--- config.mk ---
export PLATFORM = sky130hd
export DESIGN_NAME = inst_mem_loader_flat
export DESIGN_NICKNAME = d
export VERILOG_FILES = /design/src/rtl/inst_mem_loader_if.sv /design/src/rtl/inst_mem_loader.sv /design/src/flat_wrapper.sv
export SDC_FILE = /design/constraint.sdc
export NUM_CORES = 1
export LEC_CHECK = 0
export ABC_AREA = 1
export ABC_CLOCK_PERIOD_IN_PS = 3300
export CAP_MARGIN = 20
export CORE_MARGIN = 1
export CORE_UTILIZATION = 60
export CTS_BUF_LIST = sky130_fd_sc_hd__clkbuf_4 sky130_fd_sc_hd__clkbuf_8
export CTS_CLUSTER_DIAMETER = 150
export DETAILED_ROUTE_END_ITERATION = 6
export PLACE_DENSITY = 0.95
export SLEW_MARGIN = 10
export SYNTH_ARGS = -nofsm -noshare
export SYNTH_HDL_FRONTEND = slang
export SYNTH_SLANG_ARGS = --single-unit
export TNS_END_PERCENT = 10
--- constraint.sdc ---
create_clock -name clk -period 3.3 [get_ports clk]
set_clock_uncertainty 0.15 [all_clocks]
set_input_delay 0.66 -clock clk [delete_from_list [all_inputs] [get_ports clk]]
set_output_delay 0.66 -clock clk [all_outputs]
set_load 0.05 [all_outputs]
--- src/rtl/inst_mem_loader_if.sv ---
// Stream-in / byte-write-out bus between a program source and the instruction memory loader.
interface inst_mem_loader_if #(
    parameter int unsigned Mbit = 32
);
    logic [Mbit-1:0] in_data;
    logic            in_valid;
    logic            in_ready;
    logic            wr_en;
    logic [Mbit-1:0] wr_adr;
    logic [7:0]      wr_byte;

    // Host side: drives words, observes the memory write port.
    modport master (
        output in_data, in_valid,
        input  in_ready, wr_en, wr_adr, wr_byte
    );

    // Loader side.
    modport slave (
        input  in_data, in_valid,
        output in_ready, wr_en, wr_adr, wr_byte
    );
endinterface

--- src/rtl/inst_mem_loader.sv ---
// Loads 32-bit words into the big-endian byte-addressed instruction memory, holding the core in reset.
// Optional running word checksum output enabled by defining INST_LOADER_CHECKSUM_EN.
module inst_mem_loader #(
    parameter int unsigned Mbit = 32,
    parameter int unsigned size = 1024
) (
    input  logic            clk,
    input  logic            reset,
    input  logic            start,
    input  logic [Mbit-1:0] base_adr,
    input  logic [Mbit-1:0] word_count,
    inst_mem_loader_if.slave bus,
    output logic            busy,
    output logic            done,
    output logic            err,
    output logic            cpu_hold
`ifdef INST_LOADER_CHECKSUM_EN
    ,
    output logic [Mbit-1:0] checksum
`endif
);

    typedef enum logic [2:0] {
        st_idle,
        st_wait,
        st_write,
        st_done,
        st_err
    } state_t;

    localparam logic [Mbit-1:0] last_adr = Mbit'(size - 1);

    state_t          state;
    logic [Mbit-1:0] ptr;
    logic [Mbit-1:0] rem;
    logic [1:0]      idx;
    logic [1:0]      nidx;
    logic [31:0]     wbuf;

    assign bus.in_ready = (state == st_wait);
    assign nidx         = idx + 2'd1;

    // Single-process FSM; every output except in_ready is a register.
    always_ff @(posedge clk) begin
        if (reset) begin
            state       <= st_idle;
            ptr         <= '0;
            rem         <= '0;
            idx         <= '0;
            wbuf        <= '0;
            bus.wr_en   <= 1'b0;
            bus.wr_adr  <= '0;
            bus.wr_byte <= '0;
            busy        <= 1'b0;
            done        <= 1'b0;
            err         <= 1'b0;
            cpu_hold    <= 1'b1;
`ifdef INST_LOADER_CHECKSUM_EN
            checksum    <= '0;
`endif
        end else begin
            case (state)
                st_idle, st_done, st_err: begin
                    if (start) begin
                        // Low address bits dropped so every word lands aligned.
                        ptr      <= base_adr & ~Mbit'(3);
                        rem      <= word_count;
                        err      <= 1'b0;
`ifdef INST_LOADER_CHECKSUM_EN
                        checksum <= '0;
`endif
                        if (word_count == '0) begin
                            state    <= st_done;
                            done     <= 1'b1;
                            cpu_hold <= 1'b0;
                            busy     <= 1'b0;
                        end else begin
                            state    <= st_wait;
                            done     <= 1'b0;
                            cpu_hold <= 1'b1;
                            busy     <= 1'b1;
                        end
                    end
                end
                st_wait: begin
                    if (bus.in_valid) begin
                        if ((ptr + Mbit'(3)) > last_adr) begin
                            state <= st_err;
                            err   <= 1'b1;
                            busy  <= 1'b0;
                        end else begin
                            state       <= st_write;
                            wbuf        <= bus.in_data[31:0];
                            idx         <= 2'd0;
                            bus.wr_en   <= 1'b1;
                            bus.wr_adr  <= ptr;
                            bus.wr_byte <= bus.in_data[31:24];
`ifdef INST_LOADER_CHECKSUM_EN
                            checksum    <= checksum + bus.in_data;
`endif
                        end
                    end
                end
                st_write: begin
                    if (idx == 2'd3) begin
                        bus.wr_en <= 1'b0;
                        ptr       <= ptr + Mbit'(4);
                        rem       <= rem - Mbit'(1);
                        if (rem == Mbit'(1)) begin
                            state    <= st_done;
                            done     <= 1'b1;
                            cpu_hold <= 1'b0;
                            busy     <= 1'b0;
                        end else begin
                            state <= st_wait;
                        end
                    end else begin
                        // MSB first: byte idx comes from bits [31-8*idx -: 8].
                        idx         <= nidx;
                        bus.wr_adr  <= ptr + Mbit'(nidx);
                        bus.wr_byte <= 8'(wbuf >> {2'd3 - nidx, 3'b000});
                    end
                end
                default: state <= st_idle;
            endcase
        end
    end

endmodule
--- src/flat_wrapper.sv ---
// flat-port wrapper written by rule: the top's interface ports become plain ports
module inst_mem_loader_flat 
#(
    parameter int unsigned Mbit = 32,
    parameter int unsigned size = 1024
)
  (clk, reset, start, base_adr, word_count, busy, done, err, cpu_hold, bus_in_data, bus_in_valid, bus_in_ready, bus_wr_en, bus_wr_adr, bus_wr_byte);
  inst_mem_loader_if #(.Mbit(Mbit)) bus_i ();
  input  logic clk;
  input  logic reset;
  input  logic start;
  input  logic [Mbit-1:0] base_adr;
  input  logic [Mbit-1:0] word_count;
  output logic busy;
  output logic done;
  output logic err;
  output logic cpu_hold;
  input wire logic [$bits(bus_i.in_data)-1:0] bus_in_data;
  input wire logic [$bits(bus_i.in_valid)-1:0] bus_in_valid;
  output wire logic [$bits(bus_i.in_ready)-1:0] bus_in_ready;
  output wire logic [$bits(bus_i.wr_en)-1:0] bus_wr_en;
  output wire logic [$bits(bus_i.wr_adr)-1:0] bus_wr_adr;
  output wire logic [$bits(bus_i.wr_byte)-1:0] bus_wr_byte;
  assign bus_i.in_data = bus_in_data;
  assign bus_i.in_valid = bus_in_valid;
  assign bus_in_ready = bus_i.in_ready;
  assign bus_wr_en = bus_i.wr_en;
  assign bus_wr_adr = bus_i.wr_adr;
  assign bus_wr_byte = bus_i.wr_byte;
  inst_mem_loader #(.Mbit(Mbit), .size(size)) u_core (.clk(clk), .reset(reset), .start(start), .base_adr(base_adr), .word_count(word_count), .bus(bus_i), .busy(busy), .done(done), .err(err), .cpu_hold(cpu_hold));
endmodule
==> results.json, run 1 <==
{
  "status": "finished clean",
  "row_count": 43,
  "async_flop_share_pct": 0,
  "place_congestion": 0.933,
  "drt_iter0_markers": 1114,
  "dr.pass1.iters": 6,
  "crit_buf_inv": 2,
  "cts_buffer_depth": 2,
  "hpwl_um": 17400,
  "vias": 9739,
  "finalCritPeriodShare_pct": 90.2,
  "ir_drop_v": 0.000403,
  "yosys.area_share.adder_pct": 0.727,
  "slew_violations": 0,
  "tns_ns": 0,
  "crit_arrival_ns": 2.17,
  "maxSlewHeadroom_pct": 38.2,
  "synth_top_family_by_area": "simple AND/OR/NAND/NOR gates",
  "reg2reg_to": "u_core.ptr[20]",
  "insertion_delay_ns": 0.48,
  "grt-ovfl-total": 0,
  "layout.nets": 1661,
  "cts.repair.resized": 0,
  "syn_to_final_growth_pct": 21.3,
  "clk_pin_slew_ns": 0.08,
  "critical_path.endpoint_type": "primary output",
  "ant_nets": 0,
  "worstMarginPinSlew_ns": 0.927,
  "grt_max_degree": 83,
  "n_antenna_cell": 0,
  "cap_violations": 0,
  "yosysWarnings": 0,
  "min-delay-path-class": "reg -> reg",
  "core_um2": 13900,
  "yosys.area_share.simple_pct": 39.8,
  "syn_inst": 1451,
  "crit_slowest_cell": "clkdlybuf4s50_1",
  "synth_commonest_cells": "nand2_1, nor2_1, dfxtp_1",
  "drive_above_1_share_pct": 3.89,
  "htreeDepth": 4,
  "cts_hold_buffers": 0,
  "timing.rr.start": "u_core.ptr[2]",
  "p_per_area_nw_per_um2": 465,
  "min_to": "u_core.bus.wr_adr[0]",
  "yosysTopAreaCell": "dfxtp_1",
  "synth.most_common_cell": "nand2_1",
  "worstPathRequired_ns": 2.49,
  "start_util_pct": 61.7,
  "path_cells": "inv_1, nor3_4, clkdlybuf4s50_1",
  "final_hold_viol_count": 0,
  "ys_ff_latch": 144,
  "critPathLaunchType": "flip-flop",
  "r2r_slack_ns": 0.74,
  "max_freq_mhz": 336,
  "clockRootBuffer": "clkbuf_8",
  "setup_viol": 0,
  "seq_area_frac_synth_pct": 33.5,
  "synth.area.mux_share_pct": 0.815,
  "die_w_um": 122,
  "synthFlopType": "dfxtp_1",
  "synth_compound_area_share_pct": 14.6,
  "numCtsBuffers": 17,
  "syn_area_um2": 8600,
  "rsz0062_at_grt": "false",
  "synth_edf_count": 0,
  "ios": 146,
  "grt_pass1_vias": 8559,
  "crit_path_max_fanout": 7,
  "holdPathStages": 2,
  "via_per_inst": 5.57,
  "syn_avg_cell_area_um2": 5.93,
  "grt_pass1_wl_um": 40600,
  "period_needed_ns": 2.98,
  "post-cts-setup-buffers": 0,
  "worstSetupPathType": "reg -> out",
  "die_height_um": 122,
  "slowest_delay_ns": 0.88,
  "hold-worst-slack_ns": 0.322,
  "synth_area_leaders": "dfxtp_1, nand2_1, nor2_1",
  "die_area_um2": 14800,
  "hold_path_startpoint": "u_core.bus.wr_adr[0]",
  "synth_top_area_share_pct": 33.5,
  "p_leak_nw": 4.52,
  "wl_per_cell_um": 14.4,
  "antenna_found_initial": 0,
  "r2r_cells": 10,
  "synth_nets": 1556,
  "drc": 0,
  "cts_tree": "done",
  "cts.sinks": 144,
  "track_usage_pct": 34.8,
  "io_buffers": 143,
  "critPathTopFamily": "buffers and inverters",
  "synth_cell_type_count": 38,
  "synth_xor_area_share_pct": 0.713,
  "routed_wl_um": 25200
}
==> state kept, by name, summed over array words and instances (netlist names) <==
name                count
u_core.err              1
u_core.busy             1
u_core.cpu_hold         1
u_core.rem             32
u_core.bus.wr_byte      8
u_core.bus.wr_adr      32
u_core.wbuf            32
u_core.done             1
u_core.state            3
u_core.idx              2
u_core.ptr             30
u_core.bus.wr_en        1
==> cell families (layout without fill, tap and decap cells) <==
family	Yosys count	after routing
flops	144	144
fa+ha+maj	5	5
simple gates	848	848
xor+xnor	7	7
other cells	1	1
compound gates	239	239
buf+inv	200	318
mux	7	7
==> metrics by stage <==
stage	utilization [%]	setup slack (ns)	power [mW]	cell area, um^2	cells
floorplan	-	1.24	2.95	8600	1451
global placement	71.9	0.826	3.35	10000	1717
detailed placement	71.9	0.772	3.39	10000	1717
CTS	74.8	0.325	4.83	10400	1749
global route	74.8	0.238	5.08	10400	1749
finish	74.8	0.322	4.85	10400	1749
==> routing by layer <==
layer	share of wire (%)	track usage (%)
met5	0	0
met4	3.3	16.3
met3	9.2	8.38
met2	46	54.6
met1	42	45.0
==> cell usage in the layout, fill, tap and decap left out, types with 5 or more instances in the layout <==
| cell type | n |
|---|---|
| inv_1 | 126 |
| o21ai_0 | 98 |
| o22ai_1 | 7 |
| nand4_1 | 15 |
| o211ai_1 | 10 |
| inv_6 | 5 |
| clkbuf_8 | 18 |
| inv_2 | 7 |
| nand3b_1 | 9 |
| nor2_1 | 299 |
| a21oi_1 | 108 |
| nand3_1 | 75 |
| o21ai_1 | 6 |
| dfxtp_1 | 144 |
| mux2i_1 | 7 |
| nor3_1 | 5 |
| clkdlybuf4s50_1 | 142 |
| ha_1 | 5 |
| buf_4 | 6 |
| nand2_1 | 431 |
| xor2_1 | 5 |
==> report_power, final <==
group	internal, mW	switching, mW
Clock	0.716	0.748
Combinational	0.480	0.872
Sequential	1.88	0.155
==> worst max-delay path by stage <==
stage                     cells after the start            start                    to
after floorplan                               8  u_core.state[0]       u_core.wbuf[22]
after detailed placement                      8            start        u_core.rem[18]
after CTS                                     3  u_core.state[0]          bus_in_ready
final                                         3  u_core.state[0]          bus_in_ready
after global routing                          3  u_core.state[0]          bus_in_ready
after global placement                        9     bus_in_valid  u_core.bus.wr_adr[2]
==> worst register-to-register path: stages (launching register included) <==
cell,delay (ns)
dfxtp_1,0.52
ha_1,0.34
nand3_1,0.20
nor2_2,0.32
nand2_1,0.20
nor2_1,0.26
nand3_1,0.11
nand2_1,0.09
nand2_1,0.06
o21ai_1,0.13
nor2_1,0.05
==> final cells by class <==
cell class | instances | area (um^2)
timing repair buffer | 152 | 1530
clock inverter | 13 | 153
sequential | 144 | 2880
inverter | 134 | 503
multi-input combinational | 1107 | 4880
tap | 180 | 225
clock buffer | 19 | 255
fill | 1100 | 3510
Power figures use the tool's default switching activity.
==> inputs of run 2 (changes only) <==
CORE_UTILIZATION = 40   (was 60)
CTS_BUF_LIST = sky130_fd_sc_hd__clkbuf_16   (was sky130_fd_sc_hd__clkbuf_4 sky130_fd_sc_hd__clkbuf_8)
PLACE_DENSITY = 0.7   (was 0.95)
==> run 2 against run 1 <==
Compared with the run above:
- via count shrank 5.2%
- combinational power is essentially flat
- final area is 3.2% higher
- flip-flop and latch count did not move
- clock-buffer cell count shrank 2
- critical path type unchanged
- largest power group unchanged
- final cell count increased by 5.8%
- critical endpoint unchanged
- wire length up 2.5%
==> results.json, run 2 (synthesized netlist as in run 1, its figures left out) <==
{
  "critical_path.endpoint_type": "primary output",
  "post-cts-setup-buffers": 0,
  "n_antenna_cell": 0,
  "core_um2": 21000,
  "ant_nets": 0,
  "tns_ns": 0,
  "period_needed_ns": 2.89,
  "drc": 0,
  "p_leak_nw": 4.62,
  "clockRootBuffer": "clkbuf_16",
  "fin_ws_ns": 0.413,
  "finalCritPeriodShare_pct": 87.5,
  "ios": 146,
  "vias": 9230,
  "max_freq_mhz": 346,
  "status": "finished clean",
  "die_area_um2": 22100,
  "maxSlewHeadroom_pct": 37.0,
  "cts.sinks": 144,
  "row_count": 53,
  "cts.repair.resized": 0,
  "start_util_pct": 40.9,
  "antenna_found_initial": 0,
  "dr.pass1.iters": 5,
  "wl_per_cell_um": 14.0,
  "cts_tree": "done",
  "ir_drop_v": 0.000350,
  "layout.nets": 1667,
  "worstSetupPathType": "reg -> out",
  "htreeDepth": 4,
  "die_w_um": 149,
  "final_hold_viol_count": 0,
  "drive_above_1_share_pct": 4.25,
  "place_congestion": 0.951,
  "crit_arrival_ns": 2.08,
  "r2r_slack_ns": 0.83,
  "insertion_delay_ns": 0.44,
  "preCtsSetupSlack_ns": 0.491,
  "crit_path_max_fanout": 7,
  "cts_hold_buffers": 0,
  "drt_iter0_markers": 505,
  "hold-worst-slack_ns": 0.328,
  "clk_pin_slew_ns": 0.07,
  "top_regs": "u_core.bus.wr_adr (32), u_core.rem (32), u_core.wbuf (32)",
  "grt_pass1_vias": 8215,
  "cap_violations": 0,
  "worstMarginPinSlew_ns": 0.944,
  "worstPathRequired_ns": 2.49,
  "slew_violations": 0,
  "hpwl_um": 18100,
  "setup_viol": 0,
  "numCtsBuffers": 17,
  "io_buffers": 143,
  "critPathLaunchType": "flip-flop",
  "layout_common_cells": "nand2_1, nor2_1, dfxtp_1, clkdlybuf4s50_1, inv_1",
  "track_usage_pct": 23.8,
  "rsz0062_at_grt": "false",
  "grt-ovfl-total": 0,
  "p_per_area_nw_per_um2": 494,
  "min-delay-path-class": "reg -> reg",
  "grt_max_degree": 83,
  "cts_buffer_depth": 2,
  "routed_wl_um": 25800,
  "die_height_um": 149,
  "layout.cells.most_common": "nand2_1",
  "grt_pass1_wl_um": 41300,
  "via_per_inst": 4.99,
  "syn_to_final_growth_pct": 25.1
}
-- run 2: changes by cell type in the layout (fill, tap and decap cells not counted), sizes merged --
cell,previous run,this run
buf,10,16
bufinv,2,0
clkbuf,19,17
inv,139,143
-- run 2: where the power goes --
group | switching [mW] | internal (mW)
clock | 0.916 | 1.02
sequential | 0.151 | 1.88
combinational | 0.867 | 0.488
-- run 2: routing by layer --
layer | up-vias | track usage, % | wire (um)
met5 | - | 0 | 0
met4 | 0 | 7.42 | 429
met1 | 4108 | 31.7 | 12200
met2 | 260 | 38.5 | 11600
met3 | 28 | 4.66 | 1580
li1 | 4834 | - | -
-- run 2: critical path: stages, from the launching register on --
cell             delay [ns]
dfxtp_1                0.36
inv_1                  0.13
nor3_4                 0.25
clkdlybuf4s50_1        0.89
-- run 2: final cells by class --
cell class | instances | area [um^2]
fill | 2173 | 10300
multi-input combinational | 1107 | 4880
sequential | 144 | 2880
timing repair buffer | 158 | 1560
inverter | 134 | 503
clock buffer | 17 | 425
tap | 275 | 344
clock inverter | 15 | 164
-- run 2: final timing paths --
kind,endpoint,startpoint,depth (start not counted)
max,bus_in_ready,u_core.state[0],3
min,u_core.busy,u_core.busy,2
max reg2reg,u_core.bus.wr_byte[3],u_core.ptr[13],9
min reg2reg,u_core.busy,u_core.busy,2
-- run 2: through the flow --
step | total power, mW | instances | utilization (%) | instance area [um^2]
floorplan | 2.95 | 1451 | - | 8600
global placement | 3.39 | 1818 | 48.4 | 10200
detailed placement | 3.41 | 1818 | 48.4 | 10200
CTS | 5.34 | 1850 | 51.2 | 10800
global route | 5.58 | 1850 | 51.2 | 10800
finish | 5.32 | 1850 | 51.2 | 10800
==> inputs of run 3 (changes only) <==
TNS_END_PERCENT = not set   (was 10)
==> results of run 3 <==
Same layout as run 2: the final DEF is identical, and so are final timing and power.
==> edit, RTL diff (flow settings as in run 1) <==
Re-encode `state_t` (5 states) as Gray code, 3 bits wide.
--- a/src/rtl/inst_mem_loader.sv
+++ b/src/rtl/inst_mem_loader.sv
@@ -21,11 +21,11 @@
 );
 
     typedef enum logic [2:0] {
-        st_idle,
-        st_wait,
-        st_write,
-        st_done,
-        st_err
+        st_idle  = 3'b000,
+        st_wait  = 3'b001,
+        st_write = 3'b011,
+        st_done  = 3'b010,
+        st_err   = 3'b110
     } state_t;
 
     localparam logic [Mbit-1:0] last_adr = Mbit'(size - 1);
Function: no difference found for any inputs over 4 cycles, from zero or initial values and one cycle with reset high; so few cycles prove little.
==> edit against run 1 <==
  * The run now ends with DRC left
  * Area after synthesis fell by 3.9%
  * Core utilization rose by 1.5 points
  * Worst setup slack improved by 0.037 ns
  * Routed wire length fell by 4.5%
  * Design area fell by 2.3%
  * Sequential cell count did not move
Power is not compared: it rests on default switching activity, and its combinational part moved more than twofold at a synthesized area within 25%.
==> edit: results (changes against run 1) <==
met1_usage: 0.425  # was 0.450
avgRoutedWirePerCell_um: 14.3  # was 14.4 µm
clockRootBuffer: "clkbuf_8"  # unchanged
slowest_delay_ns: 0.87
hold_path_class: "register to register"  # unchanged
synth_async_sr_flop_share: 0  # unchanged
gp_congestion: 0.967  # was 0.933
synth_area_leaders: "dfxtp_1, nor2_1, nand2_1"  # was dfxtp_1, nand2_1, nor2_1
cts_buffers: 17  # unchanged
vias_per_cell: 5.55  # was 5.57
htreeDepth: 4  # unchanged
grt_pass1_vias: 8485  # was 8559
antenna_found_initial: 0  # unchanged
outcome: "complete, but fails checks"  # was complete, no violations
use_met2: 0.586  # was 0.546
layout.nets: 1596  # was 1661
yosysUniqueCellTypes: 36  # was 38
postPlaceCellArea_mm2: 0.00975  # was 0.0100 mm²
path_max_fanout: 6  # was 7
drt_wl_total_um: 24100  # was 25200 µm
yosysWarnings: 0  # unchanged
portBuffers: 143  # unchanged
critPathSlowestCell: "clkdlybuf4s50_1"  # unchanged
wl_met1_um: 9880  # was 10500 µm
drv_slew: 0  # unchanged
clk_pin_slew_worst_paths_ns: 0.08  # about the same
hpwl_um: 16800  # was 17400 µm
violations: "DRC"
dr.first_iter.drc_count: 1040  # was 1114
firstDrtPassIters: 7  # was 6
tns_ns: 0  # unchanged
grt_usage: 0.346  # was 0.348
synthCells: 1383  # was 1451
use_met3: 0.0536  # was 0.0838
slew_headroom: 0.359  # was 0.382
seq_area_frac_synth: 0.349  # was 0.335
critPathArrivalTime_ns: 2.13  # was 2.17 ns
reg_top3: "u_core.bus.wr_adr: 32 flops, u_core.rem: 32 flops, u_core.wbuf: 32 flops"  # unchanged
grt_pass1_wl_um: 39700  # was 40600 µm
diodes: 0  # unchanged
wl_met3_um: 1800  # was 2310 µm
critical-path-top-delay-family: "buffers and inverters"  # unchanged
netlist_top_cells_count: "nor2_1, nand2_1, dfxtp_1, o21ai_0, a21oi_1"  # was nand2_1, nor2_1, dfxtp_1, inv_1, a21oi_1
top_layer: "met4"  # unchanged
cts.path.max_buffers: 2  # unchanged
drc: 1  # was 0
pre_cts_ws_ns: 0.692  # was 0.772 ns
vdd_drop_max_mv: 0.455
ctsResizeCount: 0  # unchanged
grt_start_max_net_pins: 99  # was 83
layout-drive-gt1-share: 0.0419  # was 0.0389
post_cts_buffers: 0  # unchanged
wl_met2_um: 11400  # was 11600 µm
syn-num-nets: 1488  # was 1556
p_leak_nw: 4.08
ys.flop_type: "dfxtp_1"  # unchanged
clock_latency_ns: 0.46  # was 0.48 ns
edit: worst paths after layout:
check / slack [ns] / depth (start not counted) / startpoint / endpoint
min: 0.32 / 2 / u_core.bus.wr_en$_SDFFE_PP0P_ / u_core.bus.wr_en$_SDFFE_PP0P_
min reg2reg: 0.32 / 2 / u_core.bus.wr_en$_SDFFE_PP0P_ / u_core.bus.wr_en$_SDFFE_PP0P_
max reg2reg: 0.95 / 10 / u_core.state[1]$_SDFFE_PP0P_ / u_core.ptr[31]$_SDFFE_PP0P_
max: 0.36 / 4 / u_core.state[2]$_SDFFE_PP0P_ / bus_in_ready
edit: layout make-up:
| type | instances | area [µm²] |
|---|---|---|
| Clock buffer | 21 | 283 |
| Timing Repair Buffer | 154 | 1560 |
| Clock inverter | 11 | 154 |
| Sequential cell | 144 | 2880 |
| Multi-Input combinational cell | 1094 | 4780 |
| Inverter | 80 | 300 |
| Fill cell | 1098 | 3160 |
| Tap cell | 176 | 220 |
edit: report_power, final:
part / switching (W) / internal (W) / leakage, nW / total, W
Clock: 0.000721 / 0.000823 / 0.216 / 0.00154
Sequential: 0.000477 / 0.00219 / 1.18 / 0.00267
Combinational: 0.00270 / 0.00134 / 2.69 / 0.00404
Total: 0.00389 / 0.00436 / 4.08 / 0.00825
edit: cells by family (layout without fill, tap and decap cells):
kind of cell / after synthesis / count (layout) / share of synthesized area
AO/OA/AOI/OAI: 250 / 250 / 0.156
other: 1 / 1 / 0.000454
adder cells (fa/ha/maj): 5 / 5 / 0.00757
XOR/XNOR: 20 / 20 / 0.0212
buffers and inverters: 145 / 266 / 0.0730
flip-flops: 144 / 144 / 0.349
AND/OR/NAND/NOR: 818 / 818 / 0.393
